--- config.mk ---
export PLATFORM = sky130hd
export DESIGN_NAME = matrix_stream_loader
export DESIGN_NICKNAME = d
export VERILOG_FILES = /design/src/rtl/matrix_stream_loader.sv
export SDC_FILE = /design/constraint.sdc
export NUM_CORES = 1
export LEC_CHECK = 0
export BUFFER_PORTS_ARGS = -buffer_cell sky130_fd_sc_hd__buf_2
export CORE_ASPECT_RATIO = 0.7
export CORE_MARGIN = 10
export CORE_UTILIZATION = 38
export DETAILED_ROUTE_END_ITERATION = 6
export GPL_TIMING_DRIVEN = 0
export PLACE_DENSITY_LB_ADDON = 0.08
export SLEW_MARGIN = 10
export SYNTH_ARGS = -nofsm -noshare
export SYNTH_HDL_FRONTEND = slang
export SYNTH_SLANG_ARGS = --single-unit
export TNS_END_PERCENT = 10
--- constraint.sdc ---
create_clock -name clk_i -period 2.5 [get_ports clk_i]
set_clock_uncertainty 0.05 [all_clocks]
set_input_delay 0.25 -clock clk_i [delete_from_list [all_inputs] [get_ports clk_i]]
set_output_delay 0.25 -clock clk_i [all_outputs]
set_load 0.005 [all_outputs]
--- src/rtl/matrix_stream_loader.sv ---
// rtl/matrix_stream_loader.sv - stream-to-matrix operand loader for the matrix multiplier
// Header beats latch dims, data beats fill A then B row-major; operands are held in DONE until consumed.
module matrix_stream_loader #(
   parameter int DATA_W  = 8,
   parameter int MAX_DIM = 4,
   parameter int DIM_W   = 4
) (
   input  logic                              clk_i,
   input  logic                              rst_i,
   input  logic                              in_valid_i,
   output logic                              in_ready_o,
   input  logic [1:0]                        ctrl_i,
   input  logic [DATA_W-1:0]                 data_i,
   output logic [MAX_DIM*MAX_DIM*DATA_W-1:0] mat_a_o,
   output logic [MAX_DIM*MAX_DIM*DATA_W-1:0] mat_b_o,
   output logic [DIM_W-1:0]                  r1_o,
   output logic [DIM_W-1:0]                  c1_o,
   output logic [DIM_W-1:0]                  r2_o,
   output logic [DIM_W-1:0]                  c2_o,
   output logic                              mat_valid_o,
   input  logic                              mat_ready_i,
   output logic                              err_o
);
   localparam int               MAT_W = MAX_DIM * MAX_DIM * DATA_W;
   localparam logic [DIM_W-1:0] MAX_D = DIM_W'(MAX_DIM);
   localparam logic [DIM_W-1:0] ONE_D = DIM_W'(1);

   typedef enum logic [2:0] {
      S_IDLE, S_HDR, S_LOAD_A, S_LOAD_B, S_DONE, S_ERR
   } state_t;

   state_t           state_q, state_d;
   logic [1:0]       hdr_cnt_q, hdr_cnt_d;
   logic [DIM_W-1:0] row_q, row_d, col_q, col_d;
   logic [DIM_W-1:0] r1_q, r1_d, c1_q, c1_d, r2_q, r2_d, c2_q, c2_d;
   logic [MAT_W-1:0] mat_a_q, mat_a_d, mat_b_q, mat_b_d;

   logic             accept, is_data, is_hdr, clr, dims_ok;
   logic             last_col, last_row;
   logic [DIM_W-1:0] hdr_val, cur_rows, cur_cols;

   function automatic logic dim_in_range(input logic [DIM_W-1:0] d);
      return (d != '0) && (d <= MAX_D);
   endfunction

   assign in_ready_o = (state_q != S_DONE);
   assign accept     = in_valid_i && in_ready_o;
   assign is_data    = (ctrl_i == 2'd0);
   assign is_hdr     = (ctrl_i == 2'd1);
   assign clr        = in_valid_i && (ctrl_i == 2'd2);
   assign hdr_val    = data_i[DIM_W-1:0];

   // The last header beat is still on the bus, so c2 is checked from data_i.
   assign dims_ok = dim_in_range(r1_q) && dim_in_range(c1_q) && dim_in_range(r2_q) &&
                    dim_in_range(hdr_val) && (c1_q == r2_q);

   assign cur_rows = (state_q == S_LOAD_B) ? r2_q : r1_q;
   assign cur_cols = (state_q == S_LOAD_B) ? c2_q : c1_q;
   assign last_col = (col_q == cur_cols - ONE_D);
   assign last_row = (row_q == cur_rows - ONE_D);

   always_comb begin
      state_d   = state_q;
      hdr_cnt_d = hdr_cnt_q;
      row_d     = row_q;
      col_d     = col_q;
      r1_d      = r1_q;
      c1_d      = c1_q;
      r2_d      = r2_q;
      c2_d      = c2_q;
      mat_a_d   = mat_a_q;
      mat_b_d   = mat_b_q;

      if (clr) begin
         state_d   = S_IDLE;
         hdr_cnt_d = '0;
         row_d     = '0;
         col_d     = '0;
      end else begin
         case (state_q)
            S_IDLE: begin
               if (accept && is_hdr) begin
                  r1_d      = hdr_val;
                  hdr_cnt_d = 2'd1;
                  state_d   = S_HDR;
               end else if (accept && is_data) begin
                  state_d = S_ERR;
               end
            end
            S_HDR: begin
               if (accept && is_data) begin
                  state_d = S_ERR;
               end else if (accept && is_hdr) begin
                  case (hdr_cnt_q)
                     2'd1: begin
                        c1_d      = hdr_val;
                        hdr_cnt_d = 2'd2;
                     end
                     2'd2: begin
                        r2_d      = hdr_val;
                        hdr_cnt_d = 2'd3;
                     end
                     default: begin
                        c2_d      = hdr_val;
                        hdr_cnt_d = '0;
                        if (dims_ok) begin
                           mat_a_d = '0;
                           mat_b_d = '0;
                           row_d   = '0;
                           col_d   = '0;
                           state_d = S_LOAD_A;
                        end else begin
                           state_d = S_ERR;
                        end
                     end
                  endcase
               end
            end
            S_LOAD_A, S_LOAD_B: begin
               if (accept && is_hdr) begin
                  state_d = S_ERR;
               end else if (accept && is_data) begin
                  for (int r = 0; r < MAX_DIM; r++) begin
                     for (int c = 0; c < MAX_DIM; c++) begin
                        if (row_q == r[DIM_W-1:0] && col_q == c[DIM_W-1:0]) begin
                           if (state_q == S_LOAD_A)
                              mat_a_d[(r*MAX_DIM+c)*DATA_W +: DATA_W] = data_i;
                           else
                              mat_b_d[(r*MAX_DIM+c)*DATA_W +: DATA_W] = data_i;
                        end
                     end
                  end
                  if (last_col) begin
                     col_d = '0;
                     if (last_row) begin
                        row_d   = '0;
                        state_d = (state_q == S_LOAD_A) ? S_LOAD_B : S_DONE;
                     end else begin
                        row_d = row_q + ONE_D;
                     end
                  end else begin
                     col_d = col_q + ONE_D;
                  end
               end
            end
            S_DONE: begin
               if (mat_ready_i) state_d = S_IDLE;
            end
            default: ;  // ERR drops every beat until clear or reset
         endcase
      end
   end

   always_ff @(posedge clk_i) begin
      if (rst_i) begin
         state_q   <= S_IDLE;
         hdr_cnt_q <= '0;
         row_q     <= '0;
         col_q     <= '0;
         r1_q      <= '0;
         c1_q      <= '0;
         r2_q      <= '0;
         c2_q      <= '0;
         mat_a_q   <= '0;
         mat_b_q   <= '0;
      end else begin
         state_q   <= state_d;
         hdr_cnt_q <= hdr_cnt_d;
         row_q     <= row_d;
         col_q     <= col_d;
         r1_q      <= r1_d;
         c1_q      <= c1_d;
         r2_q      <= r2_d;
         c2_q      <= c2_d;
         mat_a_q   <= mat_a_d;
         mat_b_q   <= mat_b_d;
      end
   end

   assign mat_a_o     = mat_a_q;
   assign mat_b_o     = mat_b_q;
   assign r1_o        = r1_q;
   assign c1_o        = c1_q;
   assign r2_o        = r2_q;
   assign c2_o        = c2_q;
   assign mat_valid_o = (state_q == S_DONE);
   assign err_o       = (state_q == S_ERR);

endmodule

# == Word level (Yosys, flattened, before mapping) ==
# Index checks and enable logic that the tools add are counted.
# totals
register_bits,285
latch_bits,0
mem_bits_rw,0
rom_bits,0
out_inout_bits,275
word_cells,262
n_memories,0
# op_classes
n_addsub,4
multipliers,0
n_div,0
magnitude_cmp,4
eq_ne,52
n_shift,0
muxes,77
bitwise_logic,3
n_reduce_logical,82
# ops
operator,n
128-bit two-way mux,8
128-bit one-hot mux with 2 select lines,2
10-bit AND reduction,32
8-bit two-way mux,34
4-bit two-way mux,13
2-bit != test (second input constant),26
3-bit two-way mux,12
1-bit logical AND,28
3-bit != test (second input constant),7
4-bit nonzero test,5
4-bit by 2-bit equality test with 1-bit output (second input constant),4
4-bit by 3-bit <= comparator with 1-bit output (second input constant),4
4-bit one-hot mux with 2 select lines,2
8-bit AND reduction,2
5-bit AND reduction,3
4-bit equality test,3
3-bit one-hot mux with 4 select lines,1
4-bit by 1-bit adder with 4-bit output (second input constant),2
4-bit by 1-bit equality test with 1-bit output (second input constant),2
4-bit zero test,2
2-bit one-hot mux with 2 select lines,2
4-bit by 1-bit subtractor with 4-bit output (second input constant),2
7-bit AND reduction,1
3-bit by 2-bit equality test with 1-bit output (second input constant),2
13 further kinds,23

# == Logic depth before layout (Yosys ltp) ==
# logic_depth
depth_word,11
mapped_depth,10
mapped_depth_nobuf,7

# == Worst setup path after synthesis ==
# OpenSTA, ideal clock, no wires.
# synth_path
path_kind,register -> register
startpoint,"register r2_q[1], in the netlist r2_o[1]"
endpoint,"register mat_a_q[103], in the netlist mat_a_o[103]"
setup_ps,72
arrival_time_ps,2599
path_slack_ps,-221
path_stages_with_launch,11
n_path_buf,3
period_less_slack_ps,2721
cell_sequence,dfxtp_1 clkbuf_2 nor2_2 nor4_1 o2111ai_1 o21a_1 or4b_1 buf_6 buf_8 nor3_4 mux2i_1
# synth_via
elab_chain_len,7
# synth_lines
item,line,source
from (decl),35,"logic [DIM_W-1:0] r1_q, r1_d, c1_q, c1_d, r2_q, r2_d, c2_q, c2_d;"
from (signal assigned),173,r2_q <= r2_d;
4-bit by 3-bit <= comparator with 1-bit output / 4-bit nonzero test (equally long branches),43,return (d != '0) && (d <= MAX_D);
1-bit logical AND,43,
1-bit logical AND (2 in series),54,assign dims_ok = dim_in_range(r1_q) && dim_in_range(c1_q) && dim_in_range(r2_q) &&
1-bit logical AND *,55,dim_in_range(hdr_val) && (c1_q == r2_q);
2-bit != test (no line) *,n/a,
10-bit AND reduction (no line) *,n/a,
to (signal assigned),175,mat_a_q <= mat_a_d;
to (decl),36,"logic [MAT_W-1:0] mat_a_q, mat_a_d, mat_b_q, mat_b_d;"
# Every way passes the cells marked *; elsewhere a longest branch is shown, timed or not.
# A chain may end at the register's enable or synchronous reset.

# == Worst setup path after layout ==
# layout_path
startpoint,"register r2_q[1], in the netlist r2_o[1]"
endpoint,"register mat_a_q[114], in the netlist mat_a_o[114]"
# Same word-level chain as after synthesis.

==> impl_metrics.yaml <==
cts:
  clk_pin_slew_worst_paths_ns: 0.06
  cts_root_buf: "clkbuf_16"
  numClockSinks: 285
  clock_path_buffers: 3
  h-tree-depth: 1
  clock_latency_ns: 0.57
  cts_tree: "done"
  numCtsBuffers: 30
timing:
  worst_slew_pin_slew_ns: 0.7579
  finalMaxSlewViolations: 0
  relSlewSlack: 0.4929
  setup_tns_ns: -15.30
  fin_crit_ns: 2.704
  setup_slack_ns: -0.2037
  min_period_over_period: 1.081
  rsz0062_at_grt: "true"
  max_freq_ghz: 0.3699
  hold_viol: 0
  finalSetupViolCount: 161
route:
  wirelength_mm: 41.44
  vias: 9701
  drtPass1Iterations: 5
  drc_errors: 0
  routed_via_density: 4.887
  drt_iter0_markers: 590
  postRouteAntennaNets: 0
  wl_per_cell_um: 20.88
synthesis:
  synth_area_leaders: "dfxtp_1, mux2i_1, nand2b_1, clkbuf_1, nor3_4"
  yosysSeqAreaShare: 0.4677
  synthArstFlopShare: 0
  syn_area_um2: 12200
  synth-edff-count: 0
  avgSynthCellArea_um2: 10.27
  yosysTopAreaCellShare: 0.4677
  synth_top_cell_by_area: "dfxtp_1"
  synthDistinctLibCells: 53
  ys_warn_count: 0
  netlist_instances: 1188
  synth_fp_nets: 1212
  synth-seq-cells: 285
  synthFlopType: "dfxtp_1"
cells_and_area:
  final_cell_area_um2: 15990
  multi_input_area_um2: 6439
  drive_above_1_share: 0.2971
  area_growth_pct: 31.05
  fillers: 2998
  n_antenna_cell: 0
  fin_nets: 1568
  seq_area_um2: 5724
  fin_util: 0.5088
global_route:
  grt_pass1_wl_mm: 61.44
  grt-ovfl-total: 0
  grt_pass1_vias: 9971
  grt_usage: 0.2001
  grt_max_degree: 16
  antenna_found_initial: 0
outcome:
  outcome: "finished with violations"
  violations: "negative setup slack"
floorplan:
  pin_count: 289
  core_area_um2: 31420
  num_rows: 54
  initial_core_util: 0.3883
  die-area_um2: 39780
  die_y_um: 169.9
  die_w_um: 234.2
worst_setup_path:
  cpPeakStageDelay_ns: 0.54
  critPathSlowestCell: "or4b_4"
  critPathMaxFanout: 8
  critical_path_class: "flop to flop"
  worstPathArrival_ns: 3.14
  critPathCaptureType: "flop"
  worst_setup_path_start_kind: "flop"
  cp_cell_sequence: "buf_8 > nor2_4 > buf_4 > nor4_4 > o2111ai_4 > o21a_4 > or4b_4 > buf_6 > nor3_4 > buf_12 > mux2i_1"
  critPathBufInv: 4
  path_delay_family: "simple AND/OR/NAND/NOR gates"
  worstPathRequired_ns: 2.94
job:
  drv_cap: 0
pwr:
  vdd_drop_max_v: 0.0005481
  power-per-cell-area_nw_per_um2: 728.9
  p_leak_nw: 7.373
placed_design:
  place_ws_ns: -0.7307
  place_hpwl_mm: 29.83
  placed_area_um2: 14220
  gp_congestion: 0.8505
  portBuffers: 288
min_path:
  hp-class: "input port to flop"
[power breakdown]
group	total (mW)	internal, mW	switching, mW
Combinational	2.58	1.14	1.44
Sequential	4.73	4.65	0.0747
Clock	4.35	2.44	1.91
Total	11.7	8.23	3.42
[cells by family (layout without fill, tap and decap cells)]
group | Yosys count | in the layout | share of synthesized area
and+or+nand+nor | 449 | 449 | 0.2231
DFF | 285 | 285 | 0.4677
muxes | 272 | 272 | 0.2232
buffers and inverters | 82 | 459 | 0.02728
AOI/OAI and AO/OA | 81 | 81 | 0.04205
adders and majority gates | 10 | 10 | 0.01026
xor gates and xnor gates | 9 | 9 | 0.006462
[Yosys cell counts, types with 5 or more instances]
cell type / n
dfxtp_1: 285
o21a_1: 5
mux2i_1: 272
ha_1: 10
a21oi_1: 36
nand2b_1: 272
nand3_1: 20
o21ai_0: 11
xnor2_1: 6
nor3_4: 12
and2_1: 9
clkbuf_1: 64
nor2_1: 34
nor3_1: 16
inv_1: 9
nor2b_1: 5
nand2_1: 50
[per-stage QoR]
stage	power, mW	instances	hold WS [ns]
detailed placement	6.909	1896	0.4079
floorplan	6.260	1188	0.3400
global placement	6.904	1896	0.4053
finish	11.65	1985	0.03588
global route	12.08	1985	0.05884
CTS	11.66	1977	0.01883
[state kept, by name, summed over array words and instances, names as in the netlist, 4 cells and up]
name / count
col_q: 4
c2_o: 4
c1_o: 4
mat_a_o: 128
mat_b_o: 128
r2_o: 4
row_q: 4
r1_o: 4
[cells in the final DEF (no fill, tap or decap), types with 5 or more instances in the layout]
master	instances
dfxtp_1	274
nand2b_1	272
ha_1	10
nor3_4	13
nand2_4	10
nand2_1	39
dfxtp_2	9
clkbuf_1	51
clkbuf_2	17
o21ai_0	10
clkinv_2	5
nor2_4	8
clkbuf_8	8
mux2i_1	268
nor3_1	14
nor2_1	32
nand3_1	16
and2_1	9
xnor2_1	6
buf_2	288
buf_12	17
buf_4	15
a21oi_1	35
inv_1	9
dlygate4sd3_1	6
clkbuf_16	31
[area by class of cell]
class                   count  area share
plain buffers              69     0.02160
clock buffers              44     0.05526
clock inverters             9    0.004070
inverters                   9    0.002113
multi-input cells         821      0.4028
flip-flops and latches    285      0.3581
well taps                 420     0.03287
repair buffers            328      0.1233
[final timing paths]
path	startpoint	end	slack, ns	cells after the start
worst max-delay path	r2_o[1]	mat_a_o[114]	-0.20	11
worst min-delay path	data_i[5]	mat_a_o[45]	0.04	3
worst max register to register	r2_o[1]	mat_a_o[114]	-0.20	11
worst min register to register	mat_a_o[40]	mat_a_o[40]	0.42	2
[worst register-to-register path, stage by stage, from the launching register on]
cell and delay, ns:
dfxtp_2 0.34, buf_8 0.11, nor2_4 0.04, buf_4 0.14, nor4_4 0.18, o2111ai_4 0.17
o21a_4 0.28, or4b_4 0.55, buf_6 0.17, nor3_4 0.20, buf_12 0.17, mux2i_1 0.22
[metal layers]
layer,part of all wire,track usage,vias to the layer above
li1,-,-,4751
met1,0.45,0.2590,4652
met2,0.45,0.3194,245
met3,0.075,0.06097,53
met4,0.022,0.04951,0
met5,0,0,-
[what timing repair did]
action                     in CTS  in global routing
gates resized for setup        58                 44
buffers inserted               23                 10
hold buffers                    6                  0
pin swaps                      20                 20
setup endpoints to repair     267                267
hold endpoints to repair       16                  0
gates cloned                    0                  1
Power figures use the tool's default switching activity.
